`src/rtl/seq_pattern_gen_if.sv`:
```
// Control/status bundle between a pattern-transmitter requester and seq_pattern_gen.
// Pure wiring, no latency.
// No backpressure: start is a request level, busy/done report progress.
interface seq_pattern_gen_if #(
    parameter int PAT_W = 8,
    parameter int LEN_W = 4,
    parameter int CNT_W = 4
);
    logic             start;
    logic             abort;
    logic [PAT_W-1:0] pattern;
    logic [LEN_W-1:0] pat_len;
    logic [CNT_W-1:0] repeat_n;
    logic             ser_out;
    logic             ser_valid;
    logic             busy;
    logic             done;

    // Requester side: issues commands, watches the serial line.
    modport master (
        output start, abort, pattern, pat_len, repeat_n,
        input  ser_out, ser_valid, busy, done
    );

    // Transmitter side.
    modport slave (
        input  start, abort, pattern, pat_len, repeat_n,
        output ser_out, ser_valid, busy, done
    );
endinterface

```
`src/rtl/seq_pattern_gen.sv`:
```
// Serial pattern transmitter: sends the low L pattern bits MSB-first, repeat_n+1 passes, then pulses done.
// Latency: start sampled at edge k drives the first bit from edge k; one bit per clock, no gaps between passes.
// No backpressure; abort/rst stop at the next edge. SEQ_PATTERN_GEN_PARITY_EN appends an even-parity bit per pass.
module seq_pattern_gen #(
    parameter int PAT_W = 8,
    parameter int LEN_W = 4,
    parameter int CNT_W = 4
) (
    input  logic                clk,
    input  logic                rst,
    seq_pattern_gen_if.slave    pg
);

`ifdef SEQ_PATTERN_GEN_PARITY_EN
    typedef enum logic [1:0] {ST_IDLE, ST_SHIFT, ST_PAR, ST_FIN} state_t;
`else
    typedef enum logic [1:0] {ST_IDLE, ST_SHIFT, ST_FIN} state_t;
`endif

    localparam logic [LEN_W-1:0] PAT_W_L = LEN_W'(PAT_W);
    localparam logic [LEN_W-1:0] LEN_ONE = LEN_W'(1);
    localparam logic [CNT_W-1:0] CNT_ONE = CNT_W'(1);

    state_t           state_q, state_d;
    logic [PAT_W-1:0] pat_q, pat_d;
    logic [LEN_W-1:0] len_q, len_d;     // effective length L
    logic [LEN_W-1:0] idx_q, idx_d;     // index of the bit currently on ser_out
    logic [CNT_W-1:0] rep_q, rep_d;     // passes still to go after the current one
    logic             ser_out_q, ser_out_d;
    logic             ser_valid_q, ser_valid_d;
    logic             busy_q, busy_d;
    logic             done_q, done_d;
    logic [LEN_W-1:0] leff_in;
    logic             pass_end;
`ifdef SEQ_PATTERN_GEN_PARITY_EN
    logic             par_q, par_d;
`endif

    // Variable bit select via shift keeps the index width independent of PAT_W.
    function automatic logic get_bit(input logic [PAT_W-1:0] p, input logic [LEN_W-1:0] i);
        logic [PAT_W-1:0] s;
        s = p >> i;
        return s[0];
    endfunction

`ifdef SEQ_PATTERN_GEN_PARITY_EN
    function automatic logic calc_par(input logic [PAT_W-1:0] p, input logic [LEN_W-1:0] l);
        logic r;
        r = 1'b0;
        for (int i = 0; i < PAT_W; i++) begin
            if (i < int'(l)) r = r ^ p[i];
        end
        return r;
    endfunction
`endif

    // Clamp the requested length: 0 or anything wider than the pattern means full width.
    always_comb begin
        leff_in = pg.pat_len;
        if (pg.pat_len == '0 || pg.pat_len > PAT_W_L) leff_in = PAT_W_L;
    end

    // Next-state and registered-output decode; outputs default to the idle values.
    always_comb begin
        state_d     = state_q;
        pat_d       = pat_q;
        len_d       = len_q;
        idx_d       = idx_q;
        rep_d       = rep_q;
        ser_out_d   = 1'b0;
        ser_valid_d = 1'b0;
        busy_d      = 1'b0;
        done_d      = 1'b0;
        pass_end    = 1'b0;
`ifdef SEQ_PATTERN_GEN_PARITY_EN
        par_d       = par_q;
`endif
        case (state_q)
            ST_IDLE: begin
                // abort wins over start while idle
                if (pg.start && !pg.abort) begin
                    pat_d       = pg.pattern;
                    len_d       = leff_in;
                    rep_d       = pg.repeat_n;
                    idx_d       = leff_in - LEN_ONE;
                    ser_out_d   = get_bit(pg.pattern, leff_in - LEN_ONE);
                    ser_valid_d = 1'b1;
                    busy_d      = 1'b1;
                    state_d     = ST_SHIFT;
`ifdef SEQ_PATTERN_GEN_PARITY_EN
                    par_d       = calc_par(pg.pattern, leff_in);
`endif
                end
            end
            ST_SHIFT: begin
                if (pg.abort) begin
                    state_d = ST_IDLE;
                end else if (idx_q != '0) begin
                    idx_d       = idx_q - LEN_ONE;
                    ser_out_d   = get_bit(pat_q, idx_q - LEN_ONE);
                    ser_valid_d = 1'b1;
                    busy_d      = 1'b1;
                end else begin
`ifdef SEQ_PATTERN_GEN_PARITY_EN
                    ser_out_d   = par_q;
                    ser_valid_d = 1'b1;
                    busy_d      = 1'b1;
                    state_d     = ST_PAR;
`else
                    pass_end    = 1'b1;
`endif
                end
            end
`ifdef SEQ_PATTERN_GEN_PARITY_EN
            ST_PAR: begin
                if (pg.abort) state_d = ST_IDLE;
                else          pass_end = 1'b1;
            end
`endif
            ST_FIN: begin
                state_d = ST_IDLE;
            end
            default: begin
                state_d = ST_IDLE;
            end
        endcase

        // Last bit of a pass is on the line: restart seamlessly or finish.
        if (pass_end) begin
            if (rep_q != '0) begin
                rep_d       = rep_q - CNT_ONE;
                idx_d       = len_q - LEN_ONE;
                ser_out_d   = get_bit(pat_q, len_q - LEN_ONE);
                ser_valid_d = 1'b1;
                busy_d      = 1'b1;
                state_d     = ST_SHIFT;
            end else begin
                done_d      = 1'b1;
                state_d     = ST_FIN;
            end
        end
    end

    // State and output registers with synchronous reset.
    always_ff @(posedge clk) begin
        if (rst) begin
            state_q     <= ST_IDLE;
            pat_q       <= '0;
            len_q       <= '0;
            idx_q       <= '0;
            rep_q       <= '0;
            ser_out_q   <= 1'b0;
            ser_valid_q <= 1'b0;
            busy_q      <= 1'b0;
            done_q      <= 1'b0;
`ifdef SEQ_PATTERN_GEN_PARITY_EN
            par_q       <= 1'b0;
`endif
        end else begin
            state_q     <= state_d;
            pat_q       <= pat_d;
            len_q       <= len_d;
            idx_q       <= idx_d;
            rep_q       <= rep_d;
            ser_out_q   <= ser_out_d;
            ser_valid_q <= ser_valid_d;
            busy_q      <= busy_d;
            done_q      <= done_d;
`ifdef SEQ_PATTERN_GEN_PARITY_EN
            par_q       <= par_d;
`endif
        end
    end

    assign pg.ser_out   = ser_out_q;
    assign pg.ser_valid = ser_valid_q;
    assign pg.busy      = busy_q;
    assign pg.done      = done_q;

endmodule

```
`src/flat_wrapper.sv`:
```
// flat-port wrapper written by rule: the top's interface ports become plain ports
module seq_pattern_gen_flat 
#(
    parameter int PAT_W = 8,
    parameter int LEN_W = 4,
    parameter int CNT_W = 4
)
  (clk, rst, pg_start, pg_abort, pg_pattern, pg_pat_len, pg_repeat_n, pg_ser_out, pg_ser_valid, pg_busy, pg_done);
  seq_pattern_gen_if #(.PAT_W(PAT_W), .LEN_W(LEN_W), .CNT_W(CNT_W)) pg_i ();
  input  logic clk;
  input  logic rst;
  input wire logic [$bits(pg_i.start)-1:0] pg_start;
  input wire logic [$bits(pg_i.abort)-1:0] pg_abort;
  input wire logic [$bits(pg_i.pattern)-1:0] pg_pattern;
  input wire logic [$bits(pg_i.pat_len)-1:0] pg_pat_len;
  input wire logic [$bits(pg_i.repeat_n)-1:0] pg_repeat_n;
  output wire logic [$bits(pg_i.ser_out)-1:0] pg_ser_out;
  output wire logic [$bits(pg_i.ser_valid)-1:0] pg_ser_valid;
  output wire logic [$bits(pg_i.busy)-1:0] pg_busy;
  output wire logic [$bits(pg_i.done)-1:0] pg_done;
  assign pg_i.start = pg_start;
  assign pg_i.abort = pg_abort;
  assign pg_i.pattern = pg_pattern;
  assign pg_i.pat_len = pg_pat_len;
  assign pg_i.repeat_n = pg_repeat_n;
  assign pg_ser_out = pg_i.ser_out;
  assign pg_ser_valid = pg_i.ser_valid;
  assign pg_busy = pg_i.busy;
  assign pg_done = pg_i.done;
  seq_pattern_gen #(.PAT_W(PAT_W), .LEN_W(LEN_W), .CNT_W(CNT_W)) u_core (.clk(clk), .rst(rst), .pg(pg_i));
endmodule
```
`config.mk`:
```
export PLATFORM = sky130hd
export DESIGN_NAME = seq_pattern_gen_flat
export DESIGN_NICKNAME = d
export VERILOG_FILES = /design/src/rtl/seq_pattern_gen_if.sv /design/src/rtl/seq_pattern_gen.sv /design/src/flat_wrapper.sv
export SDC_FILE = /design/constraint.sdc
export NUM_CORES = 1
export LEC_CHECK = 0
export BUFFER_PORTS_ARGS = -buffer_cell sky130_fd_sc_hd__buf_2
export CAP_MARGIN = 0
export CORE_UTILIZATION = 32
export DETAILED_ROUTE_END_ITERATION = 8
export SETUP_SLACK_MARGIN = 0.4
export SLEW_MARGIN = 40
export SYNTH_ARGS = -nofsm -noshare
export SYNTH_HDL_FRONTEND = slang
export SYNTH_SLANG_ARGS = --single-unit
export TNS_END_PERCENT = 100
```
`constraint.sdc`:
```
create_clock -name clk -period 3.8 [get_ports clk]
set_clock_uncertainty 0.05 [all_clocks]
set_input_delay 0.76 -clock clk [delete_from_list [all_inputs] [get_ports clk]]
set_output_delay 0.76 -clock clk [all_outputs]
set_load 0.01 [all_outputs]
```
### Yosys cells after proc, flatten, opt, wreduce, memory -nomap -nowiden

Cells that the tools add are included.

| word-level totals | value |
|---|---|
| flip-flop bits (word level) | 25 |
| bits of input ports | 20 |
| output and inout port bits | 4 |
| word-level logic and storage cells | 62 |

| operators by class | value |
|---|---|
| add/subtract/negate cells | 4 |
| $lt $le $gt $ge | 1 |
| equality and inequality tests | 3 |
| shift operators | 3 |
| mux-type cells | 32 |
| bitwise operators | 1 |
| reduce and logical (&&, ||, !) cells | 10 |

Operators by type and width:

| cell | count |
|---|---|
| $mux W4 | 10 |
| $shr A8 B4 Y1 | 3 |
| $sub A4 B1 Y4 const B | 4 |
| $mux W1 | 14 |
| $mux W2 | 4 |
| $pmux W4 S2 | 1 |
| $reduce_bool A4 Y1 | 2 |
| $gt A4 B4 Y1 const B | 1 |
| $logic_not A4 Y1 | 1 |
| $pmux W1 S2 | 2 |
| $pmux W2 S2 | 1 |
| $reduce_and A2 Y1 | 2 |
| $ne A3 B1 Y1 const B | 1 |
| $ne A3 B2 Y1 const B | 1 |
| $eq A2 B1 Y1 const B | 1 |
| $logic_not A2 Y1 | 1 |
| $reduce_or A2 Y1 | 1 |
| $logic_and A1 B1 Y1 | 1 |
| $logic_not A1 Y1 | 1 |
| $logic_or A1 B1 Y1 | 1 |
| $not A1 Y1 | 1 |

### Logic depth before layout (Yosys ltp)

| depth | value |
|---|---|
| depth after elaboration | 9 |
| gate-level depth with buffers | 8 |
| mapped depth without buffers | 7 |

### Worst setup path before layout

OpenSTA, ideal clock, no wires.

| path | value |
|---|---|
| path kind | input-to-reg |
| from | input port pg_pat_len[0] |
| to | register u_core.ser_out_q, in the netlist u_core.pg.ser_out |
| setup time | 0.131 ns |
| arrival time | 2.303 ns |
| data required time | 3.619 ns |
| slack | 1.316 ns |
| stages | 7 |
| buffers on the path | 0 |
| cells stage by stage | nor2b_1 -> inv_1 -> ha_1 -> xnor2_1 -> mux4_2 -> a22oi_1 -> o21ai_0 |

| between the ends | value |
|---|---|
| cells in the longest elaborated chain, start to end | 9 |
| elaborated cells on any way between the ends | 10 |
| classes of those cells | add/sub: 1; order compare: 1; shift: 1; mux: 5; reduce/logical: 2 |

RTL lines:

| what | RTL line | RTL |
|---|---|---|
| start: declaration | flat_wrapper.sv:15 | `input wire logic [$bits(pg_i.pat_len)-1:0] pg_pat_len;` |
| $gt A4 B4 Y1 / $logic_not A4 Y1 (equally long branches) | seq_pattern_gen.sv:60 | `if (pg.pat_len == '0 \|\| pg.pat_len > PAT_W_L) leff_in = PAT_W_L;` |
| $logic_or A1 B1 Y1 | seq_pattern_gen.sv:60 |  |
| $mux W4 * | seq_pattern_gen.sv:60 |  |
| $sub A4 B1 Y4 * | seq_pattern_gen.sv:86 | `ser_out_d = get_bit(pg.pattern, leff_in - LEN_ONE);` |
| $shr A8 B4 Y1 * | seq_pattern_gen.sv:42 | `s = p >> i;` |
| $mux W1 * | seq_pattern_gen.sv:81 | `if (pg.start && !pg.abort) begin` |
| $pmux W1 S2 * | seq_pattern_gen.sv:78 | `case (state_q)` |
| $mux W1 | seq_pattern_gen.sv:130 | `if (rep_q != '0) begin` |
| $mux W1 * | seq_pattern_gen.sv:129 | `if (pass_end) begin` |
| end signal: assignment | seq_pattern_gen.sv:165 | `ser_out_q <= ser_out_d;` |
| end: declaration | seq_pattern_gen.sv:29 | `logic ser_out_q, ser_out_d;` |

Mark *: on every way between the ends. The rest lies on a longest branch, timed or not.
A chain may end at the register's enable or synchronous reset.

### Final worst setup path

| path | value |
|---|---|
| from | input port pg_pat_len[3] |
| to | register u_core.ser_out_q, in the netlist u_core.pg.ser_out |

Same word-level chain as after synthesis.

==> qor.yml <==
detailed_routing:
  wirelength_microns: 3318
  top_layer: "met4"
  first_pass_iters: 6
  routedWlPerCell_microns: 13.94
  dr.first_iter.drc_count: 53
  wirelength_met1_microns: 1715
  vias_per_cell: 5.294
  dr_wl_met2_microns: 1478
  num_vias: 1260
  drc_errors: 0
  dr_wl_met3_microns: 84
  postRouteAntennaNets: 0
floorplanning:
  die_w_microns: 70.81
  dieArea_sq_mm: 0.005014
  fp-row-count: 24
  core_area_sq_mm: 0.004444
  chipHeight_microns: 70.81
  io_pins: 24
  start_util_pct: 34.09
yosys:
  netlist_area_sq_mm: 0.001515
  postSynthCellCount: 170
  yosys_warnings: 0
  synth_cell_types: 47
  ys_seq_area_share_pct: 33.03
  synthArstFlopShare_pct: 0
  synth_top_cell_area_share_pct: 33.03
  synth.largest_area_cell: "dfxtp_1"
  yosysMostFrequentCell: "nand2_1"
  syn_nets: 194
  synth_edf_count: 0
  synthTopCellsByCount: "nand2_1, dfxtp_1, a21oi_1"
  syn-mean-instance-area_sq_um: 8.913
  synthTopCellsByArea: "dfxtp_1, mux4_2, nand2_1"
  ys.flop_type: "dfxtp_1"
  ys_ff_latch: 25
place:
  dpl_cell_area_sq_mm: 0.001614
  hpwlAfterDp_microns: 2368
  io_buffers: 23
  gp_congestion: 0.7914
  pre_cts_ws_ns: 0.9791
clock_network:
  holdBufCountCts: 0
  cts_tree: "done"
  clk_latency_ns: 0.27
  cts_setup_buffers: 0
  clockRootBuffer: "clkbuf_8"
  cts_made_buffers: 3
  clk_pin_slew_ns: 0.09
  cts_resized: 0
  clock_sink_count: 25
  clockBufferDepth: 2
  htreeDepth: 1
critical_path:
  r2r_cells: 7
  r2r_slack_ns: 1.45
  end_kind: "flip-flop"
  critPathMaxFanout: 4
  reg2reg_to: "u_core.pg.ser_out$_SDFF_PP0_"
  crit_path_start_kind: "input port"
  critPathRequiredTime_ns: 3.89
  r2r-start: "u_core.idx_q[0]$_SDFF_PP0_"
  critical_path_class: "input port to flip-flop"
  cp.arrival_ns: 2.63
timing:
  min_period_over_period_pct: 66.68
  rsz0062_at_grt: "no"
  hold_viol: 0
  worstMarginPinSlew_ns: 0.6370
  setup_tns_ns: 0
  setup_ws_ns: 1.266
  min_period_ns: 2.534
  maxSlewViolCount: 0
  setup-violations-final: 0
  max_slew_margin_pct: 57.54
  fmax_mhz: 394.7
pwr:
  p_leak_nw: 0.6058
  power_density_mw_per_mm2: 358.2
  ir_drop_mv: 0.1719
  finalPower_mw: 0.5983
finish:
  drive_gt1_share_pct: 22.58
  n_antenna_cell: 0
  fin_util_pct: 37.58
  area_growth_pct: 10.24
  num-nets-final: 211
  final_area_sq_mm: 0.001670
global_routing:
  grt_max_degree: 28
  grt_pass1_vias: 1201
  grt-ovfl-total: 0
  antenna_found_initial: 0
  grt_use_total_pct: 14.13
  grt_first_pass_wirelength_microns: 5713
worst_hold_path:
  hold_depth: 2
  hold_path_end: "u_core.pat_q[2]$_SDFFE_PP0P_"
  hp-start: "u_core.pat_q[2]$_SDFFE_PP0P_"
  holdCritPathClass: "flip-flop to flip-flop"
job:
  drv_cap: 0
run_status:
  outcome: "finished, final reports clean"
-- metal layers --
| layer | up-vias | global-route usage (%) |
|---|---|---|
| met1 | 582 | 19.57 |
| met3 | 4 | 2.279 |
| met2 | 24 | 22.65 |
| met5 | - | 0 |
| met4 | 0 | 4.444 |
| li1 | 650 | - |
-- worst max-delay path by stage --
stage	cells after the start	start	to	slack, ns
final	8	pg_pat_len[3]	u_core.pg.ser_out$_SDFF_PP0_	1.27
after floorplan	7	pg_pat_len[0]	u_core.pg.ser_out$_SDFF_PP0_	1.32
after CTS	8	pg_pat_len[3]	u_core.pg.ser_out$_SDFF_PP0_	1.25
after global placement	8	pg_pat_len[3]	u_core.pg.ser_out$_SDFF_PP0_	1.11
after global routing	8	pg_pat_len[3]	u_core.pg.ser_out$_SDFF_PP0_	1.04
after detailed placement	8	pg_pat_len[3]	u_core.pg.ser_out$_SDFF_PP0_	0.98
-- power by group --
part	internal, mW	leakage, nW	switching, mW
registers	0.276	0.204	0.0163
clock network	0.0751	0.0228	0.0888
logic	0.0690	0.379	0.0726
total	0.421	0.606	0.178
-- final cells by class --
cell class                      count  area, sq um
Timing Repair Buffer               24        126.4
Multi-Input combinational cell    125        903.4
Tap cell                           52        65.06
Sequential cell                    25        500.5
Clock buffer                        4        45.04
Inverter                            8        30.03
Fill cell                         482         2774
-- layout by cell type (no fill, tap or decap), types with 2 or more instances in the layout --
| cell type | count |
|---|---|
| nand2b_1 | 4 |
| a211oi_2 | 2 |
| dfxtp_1 | 25 |
| ha_1 | 4 |
| a21oi_1 | 15 |
| nor3_1 | 9 |
| o211ai_1 | 2 |
| mux4_2 | 6 |
| o21ai_0 | 4 |
| clkbuf_8 | 3 |
| nand2_1 | 28 |
| nor3b_2 | 2 |
| a22oi_1 | 2 |
| a221oi_2 | 2 |
| a211oi_1 | 3 |
| xnor2_1 | 5 |
| or3_1 | 2 |
| mux2i_1 | 3 |
| nor2_1 | 10 |
| buf_2 | 23 |
| inv_1 | 8 |
-- logic make-up (layout without fill, tap and decap cells) --
kind of cell	count (synthesis)	count (layout)	share of synthesized area (%)
adders and majority gates	4	4	3.303
xor gates and xnor gates	6	6	3.468
and+or+nand+nor	65	65	22.05
DFF	25	25	33.03
buffers and inverters	20	36	7.349
AOI/OAI and AO/OA	40	40	19.16
muxes	10	10	11.64
-- through the flow --
| step | hold WS, ns | cells |
|---|---|---|
| 5_1_grt | 0.4461 | 238 |
| 2_1_floorplan | 0.3929 | 170 |
| 3_5_place_dp | 0.4082 | 233 |
| 4_1_cts | 0.4207 | 237 |
| 3_3_place_gp | 0.4017 | 233 |
| 6_report | 0.4209 | 238 |
-- state kept, by name, summed over array words and instances, names as in the netlist --
signal / flops
u_core.pat_q: 8
u_core.idx_q: 4
u_core.len_q: 4
u_core.rep_q: 4
u_core.state_q: 2
u_core.pg.done: 1
u_core.pg.ser_out: 1
u_core.pg.ser_valid: 1
-- worst max-delay path: stages --
cell     delay, ns
buf_2         0.12
nor2b_1       0.19
inv_1         0.11
ha_1          0.22
xnor2_1       0.40
mux4_2        0.56
a22oi_1       0.19
o21ai_0       0.09
Power figures use the tool's default switching activity.
